--- src/rtl/rc4_swap_engine_pkg.sv ---
// Shared types and constants for the nibble-RC4 swap engine.
package rc4_pkg;
  localparam int SYM_W    = 4;
  localparam int N_SYM    = 16;
  localparam int DROP_CNT = 16;

  typedef logic [SYM_W-1:0] sym_t;

  typedef enum logic [1:0] {
    IDLE,
    INIT,
    KSA,
    PRGA
  } state_t;

  typedef struct packed {
    logic wr;
    sym_t a1;
    sym_t d1;
    sym_t a2;
    sym_t d2;
  } mir_t;
endpackage

--- src/rtl/rc4_swap_engine_if.sv ---
// Keystream handshake plus S-box mirror write port.
interface rc4_swap_engine_if;
  import rc4_pkg::*;

  sym_t ks_data;
  logic ks_valid;
  logic ks_ready;
  logic mir_wr;
  sym_t mir_a1;
  sym_t mir_d1;
  sym_t mir_a2;
  sym_t mir_d2;

  modport master (
    output ks_data, ks_valid,
    output mir_wr, mir_a1, mir_d1,
    output mir_a2, mir_d2,
    input  ks_ready
  );

  modport slave (
    input  ks_data, ks_valid,
    input  mir_wr, mir_a1, mir_d1,
    input  mir_a2, mir_d2,
    output ks_ready
  );
endinterface

--- src/rtl/rc4_swap_engine_sbox_regs.sv ---
// 16x4 working S-box: combinational reads, dual write
// (write 2 wins on an address collision).
module rc4_sbox_regs
  import rc4_pkg::*;
(
  input  logic clk,
  input  logic rst_n,
  input  sym_t ra1,
  input  sym_t ra2,
  input  sym_t ra3,
  output sym_t rd1,
  output sym_t rd2,
  output sym_t rd3,
  input  logic we,
  input  sym_t wa1,
  input  sym_t wd1,
  input  sym_t wa2,
  input  sym_t wd2
);
  sym_t s [N_SYM];

  assign rd1 = s[ra1];
  assign rd2 = s[ra2];
  assign rd3 = s[ra3];

  always_ff @(posedge clk or negedge rst_n) begin
    if (!rst_n) begin
      for (int k = 0; k < N_SYM; k++)
        s[k] <= '0;
    end else if (we) begin
      s[wa1] <= wd1;
      s[wa2] <= wd2;
    end
  end
endmodule

--- src/rtl/rc4_swap_engine.sv ---
// Nibble-RC4 INIT/KSA/PRGA sequencer with mirrored swaps.
// RC4_DROP_EN: discard the first DROP_CNT keystream nibbles.
module rc4_swap_engine
  import rc4_pkg::*;
#(
  parameter int KEY_LEN = 4
) (
  input  logic                 clk,
  input  logic                 rst_n,
  input  logic                 start,
  input  logic [4*KEY_LEN-1:0] key,
  input  logic                 stop,
  output logic                 busy,
  rc4_swap_engine_if.master    ks
);
  state_t state_q, state_d;
  sym_t i_q, i_d, j_q, j_d;
  sym_t ksd_q, ksd_d;
  logic ksv_q, ksv_d;
  logic busy_q, busy_d;
  logic [4*KEY_LEN-1:0] key_q, key_d;

  sym_t in_idx, ra1, rd1, rd2, rd3;
  sym_t jn, t, k_nib, sel;
  logic fire, dropping;
  mir_t m;

`ifdef RC4_DROP_EN
  logic [4:0] drop_q, drop_d;
  assign dropping = (drop_q < 5'(DROP_CNT));
`else
  assign dropping = 1'b0;
`endif

  assign k_nib  = key_q[4*(int'(i_q) % KEY_LEN) +: 4];
  assign in_idx = i_q + 4'd1;
  assign ra1    = (state_q == PRGA) ? in_idx : i_q;
  assign jn     = j_q + rd1 + ((state_q == KSA) ? k_nib : 4'd0);
  assign t      = rd1 + rd2;
  // Output is post-swap S[t]: the two swapped slots come from the old reads.
  assign sel    = (t == in_idx) ? rd2 :
                  (t == jn)     ? rd1 : rd3;
  assign fire   = !ksv_q || ks.ks_ready;

  rc4_sbox_regs u_sbox (
    .clk   (clk),
    .rst_n (rst_n),
    .ra1   (ra1),
    .ra2   (jn),
    .ra3   (t),
    .rd1   (rd1),
    .rd2   (rd2),
    .rd3   (rd3),
    .we    (m.wr),
    .wa1   (m.a1),
    .wd1   (m.d1),
    .wa2   (m.a2),
    .wd2   (m.d2)
  );

  always_comb begin
    state_d = state_q;
    i_d     = i_q;
    j_d     = j_q;
    key_d   = key_q;
    ksv_d   = ksv_q;
    ksd_d   = ksd_q;
    m       = '0;
`ifdef RC4_DROP_EN
    drop_d  = drop_q;
`endif
    unique case (state_q)
      IDLE: begin
        if (start) begin
          state_d = INIT;
          i_d     = '0;
          j_d     = '0;
          key_d   = key;
`ifdef RC4_DROP_EN
          drop_d  = '0;
`endif
        end
      end
      INIT: begin
        m   = '{wr: 1'b1, a1: i_q, d1: i_q, a2: i_q, d2: i_q};
        i_d = i_q + 4'd1;
        if (i_q == 4'd15)
          state_d = KSA;
      end
      KSA: begin
        m   = '{wr: 1'b1, a1: i_q, d1: rd2, a2: jn, d2: rd1};
        i_d = i_q + 4'd1;
        j_d = jn;
        if (i_q == 4'd15) begin
          state_d = PRGA;
          j_d     = '0;
        end
      end
      PRGA: begin
        if (fire) begin
          m     = '{wr: 1'b1, a1: in_idx, d1: rd2, a2: jn, d2: rd1};
          i_d   = in_idx;
          j_d   = jn;
          ksv_d = !dropping;
          if (!dropping)
            ksd_d = sel;
`ifdef RC4_DROP_EN
          if (dropping)
            drop_d = drop_q + 5'd1;
`endif
        end
      end
    endcase
    if (stop) begin
      state_d = IDLE;
      i_d     = '0;
      j_d     = '0;
      ksv_d   = 1'b0;
      m       = '0;
    end
    busy_d = ((state_q == INIT) || (state_q == KSA)) && !stop;
  end

  always_ff @(posedge clk or negedge rst_n) begin
    if (!rst_n) begin
      state_q <= IDLE;
      i_q     <= '0;
      j_q     <= '0;
      key_q   <= '0;
      ksv_q   <= 1'b0;
      ksd_q   <= '0;
      busy_q  <= 1'b0;
    end else begin
      state_q <= state_d;
      i_q     <= i_d;
      j_q     <= j_d;
      key_q   <= key_d;
      ksv_q   <= ksv_d;
      ksd_q   <= ksd_d;
      busy_q  <= busy_d;
    end
  end

`ifdef RC4_DROP_EN
  always_ff @(posedge clk or negedge rst_n) begin
    if (!rst_n)
      drop_q <= '0;
    else
      drop_q <= drop_d;
  end
`endif

  assign busy        = busy_q;
  assign ks.ks_data  = ksd_q;
  assign ks.ks_valid = ksv_q;
  assign ks.mir_wr   = m.wr;
  assign ks.mir_a1   = m.a1;
  assign ks.mir_d1   = m.d1;
  assign ks.mir_a2   = m.a2;
  assign ks.mir_d2   = m.d2;
endmodule

--- src/flat_wrapper.sv ---
// flat-port wrapper written by rule: the top's interface ports become plain ports
module rc4_swap_engine_flat import rc4_pkg::*;
#(
  parameter int KEY_LEN = 4
)
  (clk, rst_n, start, key, stop, busy, ks_ks_data, ks_ks_valid, ks_mir_wr, ks_mir_a1, ks_mir_d1, ks_mir_a2, ks_mir_d2, ks_ks_ready);
  rc4_swap_engine_if ks_i ();
  input  logic clk;
  input  logic rst_n;
  input  logic start;
  input  logic [4*KEY_LEN-1:0] key;
  input  logic stop;
  output logic busy;
  output wire logic [$bits(ks_i.ks_data)-1:0] ks_ks_data;
  output wire logic [$bits(ks_i.ks_valid)-1:0] ks_ks_valid;
  output wire logic [$bits(ks_i.mir_wr)-1:0] ks_mir_wr;
  output wire logic [$bits(ks_i.mir_a1)-1:0] ks_mir_a1;
  output wire logic [$bits(ks_i.mir_d1)-1:0] ks_mir_d1;
  output wire logic [$bits(ks_i.mir_a2)-1:0] ks_mir_a2;
  output wire logic [$bits(ks_i.mir_d2)-1:0] ks_mir_d2;
  input wire logic [$bits(ks_i.ks_ready)-1:0] ks_ks_ready;
  assign ks_ks_data = ks_i.ks_data;
  assign ks_ks_valid = ks_i.ks_valid;
  assign ks_mir_wr = ks_i.mir_wr;
  assign ks_mir_a1 = ks_i.mir_a1;
  assign ks_mir_d1 = ks_i.mir_d1;
  assign ks_mir_a2 = ks_i.mir_a2;
  assign ks_mir_d2 = ks_i.mir_d2;
  assign ks_i.ks_ready = ks_ks_ready;
  rc4_swap_engine #(.KEY_LEN(KEY_LEN)) u_core (.clk(clk), .rst_n(rst_n), .start(start), .key(key), .stop(stop), .busy(busy), .ks(ks_i));
endmodule
--- config.mk ---
export PLATFORM = sky130hd
export DESIGN_NAME = rc4_swap_engine_flat
export DESIGN_NICKNAME = d
export VERILOG_FILES = /design/src/rtl/rc4_swap_engine_pkg.sv /design/src/rtl/rc4_swap_engine_if.sv /design/src/rtl/rc4_swap_engine_sbox_regs.sv /design/src/rtl/rc4_swap_engine.sv /design/src/flat_wrapper.sv
export SDC_FILE = /design/constraint.sdc
export NUM_CORES = 1
export LEC_CHECK = 0
export ABC_CLOCK_PERIOD_IN_PS = 7900
export BUFFER_PORTS_ARGS = -buffer_cell sky130_fd_sc_hd__buf_2
export CAP_MARGIN = 25
export CORE_MARGIN = 2
export CORE_UTILIZATION = 56
export CTS_BUF_LIST = sky130_fd_sc_hd__clkbuf_4 sky130_fd_sc_hd__clkbuf_8 sky130_fd_sc_hd__clkbuf_16
export CTS_CLUSTER_DIAMETER = 30
export DETAILED_ROUTE_END_ITERATION = 10
export PLACE_DENSITY_LB_ADDON = 0.2
export SYNTH_ARGS = -nofsm -noshare
export SYNTH_HDL_FRONTEND = slang
export SYNTH_SLANG_ARGS = --single-unit
--- constraint.sdc ---
create_clock -name clk -period 7.9 [get_ports clk]
set_clock_uncertainty 0.05 [all_clocks]
set_input_delay 0.395 -clock clk [delete_from_list [all_inputs] [get_ports clk]]
set_output_delay 0.395 -clock clk [all_outputs]
set_load 0.05 [all_outputs]
==> impl_metrics.csv <==
group,metric,value,unit
sta,finalCritPeriodShare,0.947,
cts,clock-sinks,96,
synth,synth.distinct_cells,67,
detailed_routing,wl_per_cell,27.3,um
synth,async_flop_share,1.00,
synth,synth.avg_cell_area,9.86,um^2
die,die-height,118,um
finish,syn_to_final_growth,10.6,%
synth,synth_top_family_by_area,"multiplexers",
cts,htree_num_levels,3,
global_route,overflow,0,
die,die_w,118,um
setup_path,rr_worst_depth,26,
finish,final_common_cell,"dfrtp_1",
sta,min_period,7.48,ns
setup_path,regToRegSetupSlack,0.42,ns
die,floorplan.initialDensity,0.576,
finish,drive_gt1_frac,0.229,
die,core_area,12700,um^2
finish,num-fill-cells,1104,
setup_path,crit_cells,26,
cts,cts_root_buf,"clkbuf_16",
die,fp.dieArea,14000,um^2
detailed_routing,postRouteAntennaNets,0,
global_route,grt_pass1_vias,6562,
detailed_routing,drt-initial-drc-count,915,
sta,max-slew-margin-rel,0.311,
synth,syn_nets,780,
setup_path,worstPathArrival,7.70,ns
setup_path,end_kind,"register",
setup_path,path_delay_family,"adder cells",
synth,yosys_warnings,0,
finish,diodes,0,
setup_path,critPathRequiredTime,8.12,ns
global_route,grt_pass1_wl,39800,um
place,dpl.hpwl,19700,um
setup_path,max_stage_delay,0.55,ns
finish,nets,812,
detailed_routing,routed_wl,26000,um
detailed_routing,viasPerCell,7.30,
detailed_routing,drt-pass1-iter-count,6,
sta,worstMarginPinSlew,1.02,ns
synth,synthXorXnorAreaFrac,0.0236,
cts,cts_max_path_buffers,2,
setup_path,critPathKind,"reg -> reg",
setup_path,worstPathMaxFanout,17,
sta,holdWs,0.204,ns
detailed_routing,drcViolationCount,0,
synth,muxShareOfSynthArea,0.231,
setup_path,critPathSlowestCell,"mux4_2",
setup_path,endpoint,"u_core.ks.ks_data[1]",
synth,synth_edf_count,0,
synth,synthSimpleGateAreaFrac,0.150,
sta,rsz0062_at_grt,"false",
finish,final_cell_mix,"96 x dfrtp_1, 90 x nor2_1, 53 x mux4_2",
die,ios,44,
finish,multi_input_area,4610,um^2
place,gp_congestion,1.06,
synth,synthFlopType,"dfrtp_1",
synth,synthCells,743,
place,io_buffers,43,
sta,drv_slew,0,
cts,cts.clk_slew.worst_paths,0.08,ns
die,core.rowCount,41,
cts,cts_tree,"done",
setup_path,start_kind,"register",
sta,fmax,0.134,GHz
min_path,hold_class,"in -> reg",
synth,netlist.area_leader.share,0.328,
cts,clkLatencyLatePin,0.37,ns
synth,yosys.area.top_type,"dfrtp_1",
global_route,grt_max_degree,61,
synth,netlist_area,7330,um^2
setup_path,worst_r2r_startpoint,"u_core.state_q[0]",
detailed_routing,dr_total_vias,6945,
sta,tns,0,ns
run_status,status,"finished clean",
synth,yosysSeqAreaShare,0.328,
cts,numCtsBuffers,9,
setup_path,crit_path_start,"u_core.state_q[0]",
synth,synth_adder_area_share,0.0324,
setup_path,reg2reg_to,"u_core.ks.ks_data[1]",
global_route,antenna_found_initial,0,
sta,setup_viol,0,
setup_path,critPathBufInv,6,
run,drv_cap,0,
global_route,track_usage,0.377,
sta,hold_viol,0,
finish,seq_area,2400,um^2
synth,yosys_register_bits,96,
synth,synth_compound_area_frac,0.190,
synth,synth.top_cells.by_area,"dfrtp_1 33%, mux4_2 16%, nor2_1 4.6%",
final cells by class:
class / instances / share of cell area
timing repair buffer: 70 / 0.0568
sequential: 96 / 0.296
clock inverter: 7 / 0.00803
tap: 172 / 0.0266
clock buffer: 9 / 0.0278
multi-input combinational: 564 / 0.569
inverter: 34 / 0.0157
cells in the mapped netlist, types with 11 or more instances:
cell,count
o22ai_1,42
clkbuf_1,40
inv_1,29
mux4_2,53
a221o_1,12
dfrtp_1,96
a21oi_1,22
nor2_1,90
a31oi_1,18
nand2_1,42
o21ai_0,37
ha_1,11
nand3_1,29
nor3_1,32
mux2i_1,16
mux2_2,23
registers in the layout, indices dropped and copies added, names as in the netlist:
| register | count |
|---|---|
| u_core.i_q | 4 |
| u_core.ks.ks_valid | 1 |
| u_core.ks.ks_data | 4 |
| u_core.busy | 1 |
| u_core.u_sbox.s | 64 |
| u_core.j_q | 4 |
| u_core.key_q | 16 |
| u_core.state_q | 2 |
logic make-up after synthesis:
group | Yosys count
mux | 95
compound gates | 201
xor+xnor | 16
buf+inv | 83
simple gates | 236
flops | 96
fa+ha+maj | 16
layer usage:
layer | share of wire | vias to the layer above | track usage
met3 | 0.12 | 103 | 0.117
met5 | 0 | - | 0
met2 | 0.44 | 495 | 0.557
met4 | 0.056 | 0 | 0.196
met1 | 0.39 | 3417 | 0.502
li1 | - | 2930 | -
repair_timing:
item	4_1_cts	5_1_grt
setup endpoints to repair	1	4
endpoints found under the hold margin	36	0
pin swaps	0	2
gates resized for setup	1	3
hold buffers	1	0
buffers inserted	0	3
through the flow:
step	instance area, um^2	utilization	instances	worst slack (ns)
2_1_floorplan	7330	-	743	0.587
4_1_cts	8040	0.632	949	0.0147
5_1_grt	8100	0.637	952	0.0102
6_report	8100	0.637	952	0.419
3_5_place_dp	7740	0.608	932	0.0303
3_3_place_gp	7740	0.608	932	0.306
worst min path at each step:
| stage | startpoint | endpoint | slack, ns | cells after the start |
|---|---|---|---|---|
| after floorplan | rst_n | u_core.busy | 0.05 | 0 |
| after global placement | rst_n | u_core.key_q[9] | 0.33 | 1 |
| after detailed placement | rst_n | u_core.key_q[13] | 0.34 | 1 |
| after CTS | key[13] | u_core.key_q[13] | 0.20 | 2 |
| after global routing | key[7] | u_core.key_q[7] | 0.21 | 2 |
| final | key[11] | u_core.key_q[11] | 0.20 | 2 |
Power is left out: the tool's default activity adds up to more than one toggle a clock period on the data nets, which glitch-free logic cannot reach.
